$ cat src/rtl/ocs_slot_scheduler.sv
// Slot-timing sequencer for the OCS controller: waits for stable ToR links, pulses sim-start,
// then cycles SLOT -> CONFIG -> SYNC, steering the crossbars via slot_id and handshaking time sync.
module ocs_slot_scheduler #(
   parameter int          P_CHANNEL_NUM   = 8,
   parameter logic [31:0] P_SLOT_LEN      = 32'h0000_0927,
   parameter logic [31:0] P_CONFIG_DELAY  = 32'h0000_00EA,
   parameter logic [15:0] P_STABLE_CYCLES = 16'd1024,
   parameter logic [15:0] P_SYNC_TIMEOUT  = 16'd512
) (
   input  logic                     i_clk,
   input  logic                     i_rst,
   input  logic [P_CHANNEL_NUM-1:0] i_link_up,
   output logic                     o_sim_start,
   output logic [P_CHANNEL_NUM-1:0] o_sync_req,
   input  logic [P_CHANNEL_NUM-1:0] i_sync_ack,
   output logic                     o_slot_id,
   output logic                     o_slot_active,
   output logic                     o_cfg_busy,
   output logic [15:0]              o_slot_cnt,
   output logic                     o_sync_err
);

   // state  | meaning
   // IDLE   | waiting for all links to be stable
   // START  | one-cycle sim-start, initial sync request issued
   // SLOT   | slot in progress, crossbar configuration fixed
   // CONFIG | crossbar reconfiguring to the toggled slot_id
   // SYNC   | waiting for every channel's sync ack or timeout
   localparam logic [2:0] ST_IDLE   = 3'd0;
   localparam logic [2:0] ST_START  = 3'd1;
   localparam logic [2:0] ST_SLOT   = 3'd2;
   localparam logic [2:0] ST_CONFIG = 3'd3;
   localparam logic [2:0] ST_SYNC   = 3'd4;

   // Zero-length settings behave as a single cycle.
   localparam logic [31:0] SLOT_LAST   = (P_SLOT_LEN == 32'd0) ? 32'd0 : P_SLOT_LEN - 32'd1;
   localparam logic [31:0] CFG_LAST    = (P_CONFIG_DELAY == 32'd0) ? 32'd0 : P_CONFIG_DELAY - 32'd1;
   localparam logic [31:0] TMO_LAST    = {16'd0, (P_SYNC_TIMEOUT == 16'd0) ? 16'd0 : P_SYNC_TIMEOUT - 16'd1};
   localparam logic [15:0] STABLE_LAST = (P_STABLE_CYCLES == 16'd0) ? 16'd0 : P_STABLE_CYCLES - 16'd1;

   logic [2:0]               state_q,    state_d;
   logic [31:0]              cnt_q,      cnt_d;
   logic [15:0]              stable_q,   stable_d;
   logic [P_CHANNEL_NUM-1:0] sync_req_q, sync_req_d;
   logic                     slot_id_q,  slot_id_d;
   logic [15:0]              slot_cnt_q, slot_cnt_d;
   logic                     sync_timeout;
   logic                     links_ok;
   logic [P_CHANNEL_NUM-1:0] req_left;

   assign links_ok = &i_link_up;
   assign req_left = sync_req_q & ~i_sync_ack;

   always_comb begin
      state_d      = state_q;
      cnt_d        = cnt_q + 32'd1;
      stable_d     = stable_q;
      sync_req_d   = sync_req_q;
      slot_id_d    = slot_id_q;
      slot_cnt_d   = slot_cnt_q;
      sync_timeout = 1'b0;

      case (state_q)
         ST_IDLE: begin
            sync_req_d = '0;
            if (!links_ok) begin
               stable_d = 16'd0;
            end else if (stable_q == STABLE_LAST) begin
               stable_d   = 16'd0;
               sync_req_d = '1;
               state_d    = ST_START;
            end else begin
               stable_d = stable_q + 16'd1;
            end
         end
         ST_START: begin
            sync_req_d = req_left;
            state_d    = ST_SLOT;
         end
         ST_SLOT: begin
            sync_req_d = req_left;
            if (cnt_q == SLOT_LAST) begin
               // Initial-sync requests still outstanding are dropped silently here.
               sync_req_d = '0;
               slot_id_d  = ~slot_id_q;
               slot_cnt_d = slot_cnt_q + 16'd1;
               state_d    = ST_CONFIG;
            end
         end
         ST_CONFIG: begin
            if (cnt_q == CFG_LAST) begin
               sync_req_d = '1;
               state_d    = ST_SYNC;
            end
         end
         ST_SYNC: begin
            sync_req_d = req_left;
            // Completion is checked first so a last ack coinciding with expiry is a success.
            if (req_left == '0) begin
               state_d = ST_SLOT;
            end else if (cnt_q == TMO_LAST) begin
               sync_timeout = 1'b1;
               sync_req_d   = '0;
               state_d      = ST_SLOT;
            end
         end
         default: begin
            sync_req_d = '0;
            state_d    = ST_IDLE;
         end
      endcase

      // Link loss overrides every timer expiry and ack decided above.
      if (state_q != ST_IDLE && !links_ok) begin
         state_d      = ST_IDLE;
         sync_req_d   = '0;
         slot_id_d    = 1'b0;
         slot_cnt_d   = slot_cnt_q;
         stable_d     = 16'd0;
         sync_timeout = 1'b0;
      end

      if (state_d != state_q) begin
         cnt_d = 32'd0;
      end
   end

   always_ff @(posedge i_clk or posedge i_rst) begin
      if (i_rst) begin
         state_q    <= ST_IDLE;
         cnt_q      <= 32'd0;
         stable_q   <= 16'd0;
         sync_req_q <= '0;
         slot_id_q  <= 1'b0;
         slot_cnt_q <= 16'd0;
      end else begin
         state_q    <= state_d;
         cnt_q      <= cnt_d;
         stable_q   <= stable_d;
         sync_req_q <= sync_req_d;
         slot_id_q  <= slot_id_d;
         slot_cnt_q <= slot_cnt_d;
      end
   end

   assign o_sim_start   = (state_q == ST_START);
   assign o_slot_active = (state_q == ST_SLOT);
   assign o_cfg_busy    = (state_q == ST_CONFIG);
   assign o_sync_req    = sync_req_q;
   assign o_slot_id     = slot_id_q;
   assign o_slot_cnt    = slot_cnt_q;
   assign o_sync_err    = sync_timeout;

endmodule

$ cat config.mk
export PLATFORM = sky130hd
export DESIGN_NAME = ocs_slot_scheduler
export DESIGN_NICKNAME = d
export VERILOG_FILES = /design/src/rtl/ocs_slot_scheduler.sv
export SDC_FILE = /design/constraint.sdc
export NUM_CORES = 1
export LEC_CHECK = 0
export ABC_CLOCK_PERIOD_IN_PS = 3000
export CORE_AREA = 8 8 110 112
export DETAILED_ROUTE_END_ITERATION = 8
export DIE_AREA = 0 0 118 120
export GPL_TIMING_DRIVEN = 0
export PLACE_DENSITY = 0.6
export SKIP_CTS_REPAIR_TIMING = 1
export SYNTH_ARGS = -nofsm -noshare
export SYNTH_HDL_FRONTEND = slang
export SYNTH_SLANG_ARGS = --single-unit
export TNS_END_PERCENT = 10
$ cat constraint.sdc
create_clock -name i_clk -period 3 [get_ports i_clk]
set_input_delay 0.45 -clock i_clk [delete_from_list [all_inputs] [get_ports i_clk]]
set_output_delay 0.45 -clock i_clk [all_outputs]
set_load 0.01 [all_outputs]
Word-level counts from Yosys, hierarchy flattened. Index checks and enable logic that the tools add are counted.

Reduce and logical (&&, ||, !) cells: 11. Equal/unequal tests: 10. Add/subtract/negate cells: 3. Multiplexer cells: 28. Div/mod/pow operators: 0. Bitwise operators: 4. Shift-type cells: 0. Multipliers: 0. Order comparisons: 0.

Operators with widths (number): 2-to-1 mux 16 bit (4); 2-to-1 mux 8 bit (7); case mux 8 bit (5 select lines) (1); adder 16 x 1 -> 16 bit, second input constant (2); adder 32 x 1 -> 32 bit, second input constant (1); equality test 32 x 12 -> 1 bit, second input constant (1); equality test 32 x 8 -> 1 bit, second input constant (1); equality test 32 x 9 -> 1 bit, second input constant (1); 2-to-1 mux 32 bit (1); 2-to-1 mux 3 bit (7); equality test 16 x 10 -> 1 bit, second input constant (1); case mux 3 bit (5 select lines) (1); AND 8 bit (1); zero test 8 bit (1); inverter 8 bit (1); AND reduction 8 bit (1); 2-to-1 mux 1 bit (7); equality test 3 x 2 -> 1 bit, second input constant (2); nonzero test 2 bit (3); equality test 3 x 1 -> 1 bit, second input constant (1); equality test 3 bit, second input constant (1); zero test 3 bit (1); inequality test 3 x 1 -> 1 bit, second input constant (1); inequality test 3 bit (1); other kinds (6) (7).

Memory bits (read-only): 0. Input bits: 18. Memory bits (writable): 0. Register bits: 76. Output and inout bits: 29. Word-level logic and storage cells: 62. Bits in latches: 0. Memories kept: 0.

Logic depth before layout (Yosys ltp). Gate-level depths: netlist of run 1.

Word-level depth: 8. Depth in mapped cells: 9. Mapped depth without buffers: 8.

Worst setup path after synthesis of run 1. OpenSTA, ideal clock, no wires.

Path kind: register to output. From: register cnt_q[15]. To: output o_sync_err. Slack: 0.716 ns. Arrival time: 1.834 ns. Required time: 2.550 ns. Buffers on the path: 0. Stages on the path, launching flop included: 5. Cell sequence: dfrtp_1 nor4_1 nand4_1 nor4_2 nor3b_1.

Word-level cells in the longest chain between the ends: 5.

RTL lines: from (decl) (line 42) `logic [31:0] cnt_q, cnt_d;`; from (signal assigned) (line 138) `cnt_q <= cnt_d;`; equality test 32 x 9 -> 1 bit (line 101) `end else if (cnt_q == TMO_LAST) begin`; 2-to-1 mux 1 bit (line 101); 2-to-1 mux 1 bit (line 99) `if (req_left == '0) begin`; 2-to-1 mux 1 bit (line 63) `case (state_q)`; 2-to-1 mux 1 bit (line 114) `if (state_q != ST_IDLE && !links_ok) begin`; to (decl) (line 20) `output logic o_sync_err`.

Every way passes these cells.

Final worst setup path of run 1. Same ends and word-level chain as after synthesis.

==> metrics.yaml, run 1 <==
floorplanning:
  dieArea_um2: 14200
  core_um2: 10500
  rows: 38
  die_y_um: 120
  io_pins: 47
  dieWidth_um: 118
  start_util: 0.382
power_and_ir_drop:
  power.density_nw_per_um2: 468
  leakage_uw: 0.00211
  power_uw: 2350
  peakVddDrop_mv: 0.224
critical_path:
  end_kind: "output port"
  rr_startpoint: "cnt_q[16]"
  reg2reg_depth: 6
  arrival_ps: 2190
  rrSetupSlack_ps: 530
  critPathMaxFanout: 5
  worstSetupStartpointType: "flop"
  path_class: "reg2out"
  cp.required_ps: 2550
  r2r-end: "o_sync_req[1]"
cts:
  cts_inserted_buffers: 9
  cts_sinks: 76
  path_clk_slew_ps: 80
  clockBufferDepth: 2
  clock_latency_ps: 340
  ctsRootBufferMaster: "clkbuf_8"
  tritoncts: "done"
  cts_htree_levels: 3
placed_design:
  routabilityCongestion: 0.826
  numPortBuffers: 46
  dp_hpwl_um: 6620
timing:
  fin_skew_ps: 12.2
  rsz0062_at_grt: "false"
  period_share: 0.881
  slew_viol_final: 0
  worst_slew_pin_slew_ps: 813
  fin_setup_tns_ps: 0
  relSlewSlack: 0.454
  finalCriticalPeriod_ps: 2640
  setup_viol: 0
  fmaxAchievable_mhz: 378
  hold_viol: 0
synthesis:
  async_flop_share: 1.00
  synth_ff_type: "dfrtp_1"
  synth_warnings: 0
  syn_area_um2: 4020
  ys_ff_latch: 76
  synth.distinct_cells: 45
  synth_edf_count: 0
  synth_nets: 455
  avgSynthCellArea_um2: 9.29
  yosysSeqAreaShare: 0.474
  synthCells: 432
detailed_routing:
  ant_nets: 0
  wirelength_um: 9060
  vias_per_cell: 5.18
  drt_iter0_markers: 175
  dr.pass1.iters: 4
  vias: 3294
  wl_per_cell_um: 14.2
  drc_errors: 0
hold_path:
  hold_class: "in2async"
grt:
  grt_pass1_vias: 3150
  gr-total-overflow: 0
  grt_start_max_net_pins: 59
  grt_usage: 0.132
  grt_pass1_wl_um: 15600
  antenna_found_initial: 0
layout:
  antennaDiodeCount: 0
  drive_gt1_frac: 0.0806
  final_util: 0.477
  areaGrowthSynthToFinish_pct: 24.8
  fillers: 1016
  mostFrequentLayoutCell: "dfrtp_1"
  final_cell_mix: "dfrtp_1 (76), nor2_1 (70), clkdlybuf4s50_1 (45), nand2_1 (37), nand3_1 (33)"
  layout.nets: 515
flow_run:
  cap_violations: 0
outcome:
  status: "complete, no violations"
-- critical path: stages (launching register included) --
cell and delay, ps:
dfrtp_1 460, nor4_4 350, nand4_1 130, buf_4 170, nor4_4 340, nor3b_2 220, dlymetal6s2s_1 190
-- synth_stat cells, types with 6 or more instances --
cell / count / area, um^2
dfrtp_1: 76 / 1900
nor2_1: 70 / 263
nand2_1: 38 / 143
nand3_1: 33 / 165
xor2_1: 28 / 245
xnor2_1: 27 / 236
nand4_1: 26 / 163
o21ai_0: 14 / 70.1
inv_1: 11 / 41.3
nand2b_1: 11 / 68.8
nor4_1: 11 / 68.8
nor3_1: 10 / 50.1
a21oi_1: 8 / 40.0
and3_1: 8 / 50.1
and4_1: 6 / 52.6
clkbuf_1: 6 / 22.5
-- metrics by stage --
| step | instances | instance area (um^2) | worst slack, ps | hold slack, ps |
|---|---|---|---|---|
| CTS | 634 | 4920 | -637 | 402 |
| global route | 636 | 5010 | 188 | 430 |
| finish | 636 | 5010 | 356 | 402 |
| global placement | 618 | 4650 | -717 | 456 |
| detailed placement | 619 | 4680 | -209 | 460 |
| floorplan | 432 | 4020 | 612 | 492 |
-- area by class of cell --
class | count | area, um^2 | area share
Clock inverter | 5 | 100 | 0.0200
Inverter | 11 | 43.8 | 0.00874
Buffer | 10 | 50.0 | 0.00999
Tap cell | 140 | 175 | 0.0350
Sequential cell | 76 | 1900 | 0.380
Clock buffer | 10 | 138 | 0.0275
Timing Repair Buffer | 49 | 505 | 0.101
Multi-Input combinational cell | 335 | 2100 | 0.418
-- state kept, by name (all words and copies together) (netlist names) --
name	cells
o_sync_req	8
o_slot_cnt	16
o_slot_id	1
stable_q	16
state_q	3
cnt_q	32
-- worst max path at each step --
stage          slack (ps)            end  cells past startpoint      start
3_5_place_dp         -210     o_sync_err                      5  cnt_q[15]
6_report              360     o_sync_err                      6  cnt_q[15]
5_1_grt               190     o_sync_err                      6  cnt_q[15]
2_1_floorplan         610       cnt_q[0]                      1      i_rst
3_3_place_gp         -720  o_slot_cnt[8]                      2      i_rst
4_1_cts              -640     o_sync_err                      5  cnt_q[15]
-- metal layers --
layer	track usage	share of wire	vias to the layer above	wire length [um]
met5	0	0	-	0
met4	0.0416	0.011	0	102
met3	0.0371	0.043	8	388
met2	0.209	0.46	63	4180
met1	0.172	0.48	1592	4390
li1	-	-	1631	-
-- cell families after synthesis --
logic type / Yosys count / share of synthesized area
buf+inv: 21 / 0.0227
compound gates: 35 / 0.0545
simple gates: 239 / 0.311
mux: 1 / 0.00280
xor+xnor: 55 / 0.120
fa+ha+maj: 5 / 0.0156
flops: 76 / 0.474
-- where the power goes --
| group | internal [uW] | switching, uW | total [uW] | leakage [uW] |
|---|---|---|---|---|
| Sequential | 1080 | 79.2 | 1160 | 0.00104 |
| Clock | 568 | 371 | 939 | 0.000122 |
| Combinational | 117 | 128 | 245 | 0.000947 |
| Total | 1770 | 578 | 2350 | 0.00211 |
Note: power is estimated with default switching activity, not from simulation.
==> run 2: changes to the inputs <==
CORE_AREA = 8 8 99 124   (was 8 8 110 112)
DIE_AREA = 0 0 107 132   (was 0 0 118 120)
==> metrics.yaml, run 2 (synthesis gave the netlist of run 1 again) <==
layout:
  instances_no_fill: 629  # was 636
  regMostFlops: "cnt_q"  # unchanged
  largest_reg_flops: 32  # unchanged
  multiInputGateArea_um2: 2100  # about the same
  fillers: 989  # was 1016
  register_area_um2: 1900  # unchanged
  mostFrequentLayoutCell: "dfrtp_1"  # unchanged
  final_cell_mix: "dfrtp_1 (76), nor2_1 (69), clkdlybuf4s50_1 (45), nand2_1 (37), nand3_1 (33)"  # was dfrtp_1 (76), nor2_1 (70), clkdlybuf4s50_1 (45), nand2_1 (37), nand3_1 (33)
  layout.nets: 515  # unchanged
  drive_gt1_frac: 0.0845  # was 0.0806
  areaGrowthSynthToFinish_pct: 26.9  # was 24.8%
  antennaDiodeCount: 0  # unchanged
critical_path:
  cp.required_ps: 2550  # about the same
  worstSetupStartpointType: "flop"  # unchanged
  rr_startpoint: "cnt_q[9]"  # was cnt_q[16]
  critPathMaxFanout: 5  # unchanged
  path_class: "reg2out"  # unchanged
  end_kind: "output port"  # unchanged
  r2r-end: "cnt_q[27]"  # was o_sync_req[1]
  rrSetupSlack_ps: 490  # was 530 ps
  reg2reg_depth: 9  # was 6
  arrival_ps: 2250  # was 2190 ps
grt:
  antenna_found_initial: 0  # unchanged
  use_met1: 0.167  # was 0.172
  met2_usage: 0.215  # was 0.209
  grt_pass1_vias: 3253  # was 3150
  grt_start_max_net_pins: 72  # was 59
  gr-total-overflow: 0  # unchanged
  top_usage_layer: "met2"  # unchanged
  grt_usage: 0.135  # was 0.132
  grt.met3_usage: 0.0367  # was 0.0371
  grt_pass1_wl_um: 15600  # about the same
detailed_routing:
  wl_per_cell_um: 14.6  # was 14.2 um
  vias: 3295  # was 3294
  drc_errors: 0  # unchanged
  wirelength_um: 9180  # was 9060 um
  drt_iter0_markers: 87  # was 175
  ant_nets: 0  # unchanged
  dr.pass1.iters: 4  # unchanged
  vias_per_cell: 5.24  # was 5.18
cts:
  clock_latency_ps: 340  # about the same
  path_clk_slew_ps: 60  # was 80 ps
  cts_htree_levels: 3  # unchanged
  tritoncts: "done"  # unchanged
  cts_inserted_buffers: 9  # unchanged
  cts_sinks: 76  # unchanged
  clockBufferDepth: 2  # unchanged
  ctsRootBufferMaster: "clkbuf_16"  # was clkbuf_8
floorplanning:
  dieArea_um2: 14100  # was 14200 um^2
  rows: 42  # was 38
  dieWidth_um: 107  # was 118 um
  core_um2: 10400  # was 10500 um^2
  io_pins: 47  # unchanged
  die_y_um: 132  # was 120 um
  start_util: 0.388  # was 0.382
timing:
  slew_viol_final: 0  # unchanged
  fin_skew_ps: 11.2  # was 12.2 ps
  fin_setup_tns_ps: 0  # unchanged
  finalCriticalPeriod_ps: 2700  # was 2640 ps
  period_share: 0.901  # was 0.881
  setup_viol: 0  # unchanged
  hold_slack_ps: 345  # was 402 ps
  worst_slew_pin_slew_ps: 848  # was 813 ps
  rsz0062_at_grt: "false"  # unchanged
  fmaxAchievable_mhz: 370  # was 378 MHz
  setup_ws_ps: 296  # was 356 ps
  relSlewSlack: 0.430  # was 0.454
  hold_viol: 0  # unchanged
outcome:
  status: "complete, no violations"  # unchanged
flow_run:
  cap_violations: 0  # unchanged
placed_design:
  pre_cts_slack_ps: -218  # was -209 ps
  numPortBuffers: 46  # unchanged
  dp_hpwl_um: 6570  # was 6620 um
  routabilityCongestion: 0.848  # was 0.826
  post-place-cells: 611  # was 619
power_and_ir_drop:
  peakVddDrop_mv: 0.269  # was 0.224 mV
  leakage_uw: 0.00217  # was 0.00211 uW
  power.density_nw_per_um2: 503  # was 468 nW/um^2
  power_uw: 2560  # was 2350 uW
hold_path:
  hold_class: "in2async"  # unchanged
==> run 2: changes by cell type in the layout (fill, tap and decap cells not counted) <==
cell,previous run,this run
bufinv_16,3,1
clkbuf_16,0,9
clkbuf_8,10,4
clkinv_2,2,1
clkinvlp_4,0,1
nor2_1,70,69
nor2_2,0,1
nor3b_2,2,1
nor3b_4,0,1
==> run 2: area by class of cell <==
class | instances | share of cell area
Inverter | 11 | 0.00860
Clock inverter | 3 | 0.00835
Timing Repair Buffer | 49 | 0.0992
Clock buffer | 13 | 0.0550
Tap cell | 132 | 0.0324
Buffer | 10 | 0.00983
Multi-Input combinational cell | 335 | 0.413
Sequential cell | 76 | 0.373
==> run 2: layer usage <==
layer  up-vias  part of all wire
li1       1630                 -
met4         0             0.019
met2        64              0.47
met3        15             0.045
met5         -                 0
met1      1586              0.47
==> run 2: how the worst max path moves through the flow <==
stage / from / end / slack [ps] / cells past startpoint
after global placement: i_rst / cnt_q[18] / -710 / 2
after CTS: cnt_q[9] / o_sync_err / -590 / 5
final: cnt_q[9] / o_sync_err / 300 / 6
after detailed placement: cnt_q[9] / o_sync_err / -220 / 5
after floorplan: i_rst / cnt_q[0] / 610 / 1
after global routing: cnt_q[9] / o_sync_err / 180 / 6
==> run 2: metrics by stage <==
stage / util / instance area (um^2)
5_1_grt: 0.492 / 5090
4_1_cts: 0.482 / 4990
3_3_place_gp: 0.448 / 4640
6_report: 0.492 / 5090
3_5_place_dp: 0.451 / 4670
2_1_floorplan: - / 4020
==> run 2: where the power goes <==
| part | internal (uW) | total (uW) | leakage [uW] | switching [uW] |
|---|---|---|---|---|
| logic | 117 | 243 | 0.000967 | 126 |
| clock network | 734 | 1150 | 0.000158 | 419 |
| registers | 1080 | 1170 | 0.00104 | 80.8 |
==> run 2: worst max-delay path, cell delays in order (launching register included) <==
cell and delay (ps):
dfrtp_1 450, nor4_4 340, nand4_1 130, buf_4 180
nor4_4 350, nor3b_4 270, dlymetal6s2s_1 210
